===== config.mk =====
export PLATFORM = sky130hd
export DESIGN_NAME = irq_controller
export DESIGN_NICKNAME = d
export VERILOG_FILES = /design/src/rtl/irq_controller.sv
export SDC_FILE = /design/constraint.sdc
export NUM_CORES = 1
export LEC_CHECK = 0
export ABC_CLOCK_PERIOD_IN_PS = 2700
export CAP_MARGIN = 40
export CORE_MARGIN = 2
export CORE_UTILIZATION = 51
export CTS_BUF_LIST = sky130_fd_sc_hd__clkbuf_16
export DETAILED_ROUTE_END_ITERATION = 10
export PLACE_DENSITY_LB_ADDON = 0.15
export SLEW_MARGIN = 20
export SYNTH_ARGS = -nofsm -noshare
export SYNTH_HDL_FRONTEND = slang
export SYNTH_SLANG_ARGS = --single-unit

===== constraint.sdc =====
create_clock -name clk -period 2.7 [get_ports clk]
set_input_delay 0.405 -clock clk [delete_from_list [all_inputs] [get_ports clk]]
set_output_delay 0.405 -clock clk [all_outputs]
set_load 0.01 [all_outputs]

===== src/rtl/irq_controller.sv =====
// Platform interrupt aggregator: synchronises, latches and masks peripheral
// lines and offers a single-service claim/complete register port.
module irq_controller #(
    parameter int NUM_SOURCES = 8
) (
    input  logic                   clk,
    input  logic                   reset,
    input  logic [NUM_SOURCES-1:0] irq_src,
    input  logic                   bus_valid,
    input  logic                   bus_write,
    input  logic [1:0]             bus_addr,
    input  logic [31:0]            bus_wdata,
    output logic                   bus_ready,
    output logic [31:0]            bus_rdata,
    output logic                   ext_int
);
    localparam logic [NUM_SOURCES-1:0] LSB_ONE = NUM_SOURCES'(1'b1);
    localparam logic [NUM_SOURCES-1:0] ALL_ZERO = {NUM_SOURCES{1'b0}};

    typedef enum logic [0:0] {ST_IDLE = 1'b0, ST_RESP = 1'b1} bus_state_t;

    bus_state_t state_r, state_nxt_s;

    logic [NUM_SOURCES-1:0] s1_r, s2_r, s2_d_r;
    logic [NUM_SOURCES-1:0] pending_r, enable_r, edge_mode_r;
    logic                   busy_r;
    logic [4:0]             claimed_id_r;
    logic                   bus_ready_r, ext_int_r;
    logic [31:0]            bus_rdata_r;

    logic [NUM_SOURCES-1:0] req_s, lowest_s, rise_s, claim_clr_s, w1c_s, pending_nxt_s;
    logic [4:0]             winner_s;
    logic                   access_s, claim_s, complete_s, wr_enable_s, wr_edge_s;
    logic [31:0]            rdata_nxt_s;
    logic                   unused_wdata_s;

    function automatic logic [4:0] lowest_id(input logic [NUM_SOURCES-1:0] req);
        logic [4:0] id;
        id = 5'd0;
        for (int i = NUM_SOURCES - 1; i >= 0; i--) begin
            if (req[i]) begin
                id = 5'(i + 1);
            end else begin
                id = id;
            end
        end
        return id;
    endfunction

    assign req_s          = pending_r & enable_r;
    assign lowest_s       = req_s & (~req_s + LSB_ONE);
    assign winner_s       = lowest_id(req_s);
    assign rise_s         = s2_r & ~s2_d_r;
    assign claim_clr_s    = claim_s ? (lowest_s & edge_mode_r) : ALL_ZERO;
    // Edge sources: a new rise beats a same-cycle claim or W1C clear.
    assign pending_nxt_s  = (edge_mode_r & (rise_s | (pending_r & ~(claim_clr_s | w1c_s))))
                          | (~edge_mode_r & s2_r);
    assign unused_wdata_s = ^bus_wdata;

    assign bus_ready = bus_ready_r;
    assign bus_rdata = bus_rdata_r;
    assign ext_int   = ext_int_r;

    // Bus FSM next state and register access decode.
    always_comb begin
        state_nxt_s = state_r;
        access_s    = 1'b0;
        claim_s     = 1'b0;
        complete_s  = 1'b0;
        wr_enable_s = 1'b0;
        wr_edge_s   = 1'b0;
        w1c_s       = ALL_ZERO;
        rdata_nxt_s = 32'd0;
        case (state_r)
            ST_IDLE: begin
                if (bus_valid) begin
                    state_nxt_s = ST_RESP;
                    access_s    = 1'b1;
                end else begin
                    state_nxt_s = ST_IDLE;
                end
            end
            ST_RESP: state_nxt_s = ST_IDLE;
            default: state_nxt_s = ST_IDLE;
        endcase
        if (access_s && bus_write) begin
            case (bus_addr)
                2'd0:    w1c_s       = bus_wdata[NUM_SOURCES-1:0] & edge_mode_r;
                2'd1:    wr_enable_s = 1'b1;
                2'd2:    wr_edge_s   = 1'b1;
                2'd3:    complete_s  = busy_r && (bus_wdata[4:0] == claimed_id_r);
                default: complete_s  = 1'b0;
            endcase
        end else if (access_s) begin
            case (bus_addr)
                2'd0:    rdata_nxt_s = 32'(pending_r);
                2'd1:    rdata_nxt_s = 32'(enable_r);
                2'd2:    rdata_nxt_s = 32'(edge_mode_r);
                2'd3: begin
                    if (!busy_r && (winner_s != 5'd0)) begin
                        claim_s     = 1'b1;
                        rdata_nxt_s = 32'(winner_s);
                    end else begin
                        claim_s     = 1'b0;
                    end
                end
                default: rdata_nxt_s = 32'd0;
            endcase
        end else begin
            rdata_nxt_s = 32'd0;
        end
    end

    // Bus FSM state and registered outputs.
    always_ff @(posedge clk or posedge reset) begin
        if (reset) begin
            state_r     <= ST_IDLE;
            bus_ready_r <= 1'b0;
            bus_rdata_r <= 32'd0;
            ext_int_r   <= 1'b0;
        end else begin
            state_r     <= state_nxt_s;
            bus_ready_r <= access_s;
            bus_rdata_r <= rdata_nxt_s;
            ext_int_r   <= ~busy_r & (|req_s);
        end
    end

    // Two-flop synchroniser plus delay stage for edge detection.
    always_ff @(posedge clk or posedge reset) begin
        if (reset) begin
            s1_r   <= ALL_ZERO;
            s2_r   <= ALL_ZERO;
            s2_d_r <= ALL_ZERO;
        end else begin
            s1_r   <= irq_src;
            s2_r   <= s1_r;
            s2_d_r <= s2_r;
        end
    end

    // Configuration, pending vector and service state.
    always_ff @(posedge clk or posedge reset) begin
        if (reset) begin
            enable_r     <= ALL_ZERO;
            edge_mode_r  <= {NUM_SOURCES{1'b1}};
            pending_r    <= ALL_ZERO;
            busy_r       <= 1'b0;
            claimed_id_r <= 5'd0;
        end else begin
            pending_r <= pending_nxt_s;
            if (wr_enable_s) begin
                enable_r <= bus_wdata[NUM_SOURCES-1:0];
            end else begin
                enable_r <= enable_r;
            end
            if (wr_edge_s) begin
                edge_mode_r <= bus_wdata[NUM_SOURCES-1:0];
            end else begin
                edge_mode_r <= edge_mode_r;
            end
            if (claim_s) begin
                busy_r       <= 1'b1;
                claimed_id_r <= winner_s;
            end else if (complete_s) begin
                busy_r       <= 1'b0;
                claimed_id_r <= claimed_id_r;
            end else begin
                busy_r       <= busy_r;
                claimed_id_r <= claimed_id_r;
            end
        end
    end
endmodule


==> metrics <==
Antenna diodes=0; Slowest-stage cell, CP=clkdlybuf4s50_1; post-synth design cell area=roughly 2800 sq um; Clk Latency, worst-skew pair=0.32 ns; slew margin rel.=61.5%; GRT Overall Usage=20.5%; fin crit share=73.6%; clk buf depth=2; initial antenna violation count=0; CP Launch Type=input port; PD cells=855 nW/um^2; post-route antenna net violation count=0; post-cts gate resize count=0; Chip Height=around 80 um; P_int=0.00217 W; # Post-CTS Setup Buffers=0; fmax=503 MHz; Initial Util=between 50% and 60%; CP peak stage delay=0.65 ns; Final Hold Vio Count=0; grt ovf=0; top cells by area, synth=dfrtp_1 49%, dfstp_2 7.5%, buf_4 6.5%; critical path class=input port to register; Synth Warn #=0; WP data required=2.91 ns; gpl congestion=roughly 0.89; Worst Path Arrival=between 2 and 2.5 ns; vias per cell=5.28; Worst Hold Class=register to register; final setup fails=0; 1st-iter DRT viols=198; Clock Pin Slew Worst Setup and Hold Paths=0.05 ns; maxcap violations=0; PortBufs=31; Netlist cell types=46; Slew @ Worst Pin=0.578 ns; Clk pwr share=roughly 40%; Final nets=339; critical path peak fanout=9; switching pwr=around 0.0008 W; CTS Hold Bufs=0; Static Leak=1.54 nW; Synth top area share=49.3%; ratio of cells with drive above 1 in the final layout=17.4%; DRC Markers=0; area leader, netlist=dfrtp_1; maximum VDD drop=around 580 uV; largest net degree at the start of global routing=39; CTS buffer count=9; Comb pwr share=between 10% and 20%; min Tclk post-route=1.99 ns; critical path, cell by cell=clkdlybuf4s50_1 > buf_4 > nand2_1 > nor3_2 > nand2b_1 > a22o_1; Vias=a little under 2000; Post-Layout Inst Area=approximately 3500 sq um; RSZ-0062 raised after global routing=false; die footprint=6080 sq um; #FFs+latches synth=63; Root Driver=clkbuf_16; setup TNS=0 ns; syn_area_per_cell=about 11 sq um; dominant synthesized flop cell=dfrtp_1; Area Overhead vs Synth=24.5%; Syn Inst Count=246; width of the die=78.0 um; CORE AREA=5200 sq um; first-pass GRT wire length=9350 um; drt pass-1 iters=4; vias in the first global route=between 1500 and 2000; ys async rst share=100%; Routed WL per cell=15.2 um; Post-Route WL=5600 um; post-DP HPWL=4040 um; I/O Pins=80; Row Count=26; TritonCTS Sinks=63; WP buf/inv=2; Worst setup EP type=register; Flop pwr share=a little over two fifths; most common cell after layout, fill and taps aside=dfrtp_1; EDFF count, synth=0; CTS tree=done; H-Tree Level Count=3; Cell Area, Placed=3160 sq um; most frequent cells in the layout=55 x dfrtp_1, 31 x clkdlybuf4s50_1, 28 x nand2_1, 24 x conb_1, 16 x mux2_2; status=finished clean; cell family with most CP delay=buffers and inverters; Seq/Total Area, Yosys=56.9%; max-slew violation count=0; Switching Fraction=26.8%; clk_skew=0.00604 ns
[per-stage QoR]
step	util, %	total power [W]	hold WS (ns)	std cells	worst slack [ns]
2_1_floorplan	-	0.00162	0.331	269	0.738
3_3_place_gp	60.7	0.00177	0.332	352	0.411
3_5_place_dp	60.7	0.00179	0.338	352	0.414
4_1_cts	66.7	0.00299	0.348	368	0.747
5_1_grt	66.7	0.00312	0.357	368	0.623
6_report	66.7	0.00297	0.344	368	0.712
[registers in the layout (all words and copies together), names as in the netlist, 4 cells and up]
signal and cells:
bus_rdata 8, claimed_id_r 4, edge_mode_r 8, enable_r 8, pending_r 8, s1_r 8
s2_d_r 8, s2_r 8
[cells by family after synthesis]
logic type | synth area share, %
and+or+nand+nor | 13.0
AOI/OAI and AO/OA | 13.0
other | 0.134
DFF | 56.9
buffers and inverters | 7.85
xor gates and xnor gates | 1.26
muxes | 7.90
[synth_stat cells, types with 3 or more instances]
cell / n
xnor2_1: 4
a21oi_1: 15
and2_1: 3
nor2_1: 13
nand2b_1: 4
nor2b_1: 4
a21o_1: 3
a22o_1: 6
a22oi_1: 4
o21ai_0: 8
buf_4: 24
nand3_1: 3
nand2_1: 28
dfstp_2: 8
inv_1: 7
mux2i_1: 4
dfrtp_1: 55
mux2_2: 16
[worst register-to-register path, delay by kind of cell (launching register included)]
kind               cells  cell delay [ns]
DFF                    1             0.42
AOI/OAI and AO/OA      2             0.81
and+or+nand+nor        2             0.45
[final timing paths]
| kind | end | cells after the start | startpoint | slack (ns) |
|---|---|---|---|---|
| min reg2reg | s2_r[3] | 0 | s1_r[3] | 0.34 |
| max reg2reg | pending_r[7] | 4 | enable_r[2] | 0.91 |
| min in group asynchronous | s2_d_r[2] | 2 | reset | 0.46 |
| min | s2_r[3] | 0 | s1_r[3] | 0.34 |
| max in group asynchronous | edge_mode_r[4] | 3 | reset | 1.60 |
| max | claimed_id_r[1] | 6 | bus_addr[0] | 0.71 |
[layer usage]
layer | wire, um | vias to the layer above | part of all wire [%] | track usage (%)
li1 | - | 917 | - | -
met1 | 2580 | 921 | 46 | 29.3
met2 | 2490 | 94 | 44 | 29.0
met3 | 430 | 11 | 7.7 | 5.23
met4 | 112 | 0 | 2.0 | 10.7
met5 | 0 | - | 0 | 0
[layout make-up]
type	count	area, sq um
fill	416	1730
sequential	63	1590
multi-input combinational	172	1070
timing repair buffer	40	390
clock buffer	9	225
clock inverter	7	87.6
tap	70	87.6
inverter	7	26.3
[power by group through the flow]
stage / sequential [W] / clock [W] / combinational [W]
after floorplan: 0.00124 / 0 / 0.000378
after global placement: 0.00127 / 0 / 0.000499
after detailed placement: 0.00128 / 0 / 0.000507
after CTS: 0.00126 / 0.00121 / 0.000513
after global routing: 0.00129 / 0.00126 / 0.000563
final: 0.00127 / 0.00119 / 0.000512
Note: power is estimated with default switching activity, not from simulation.
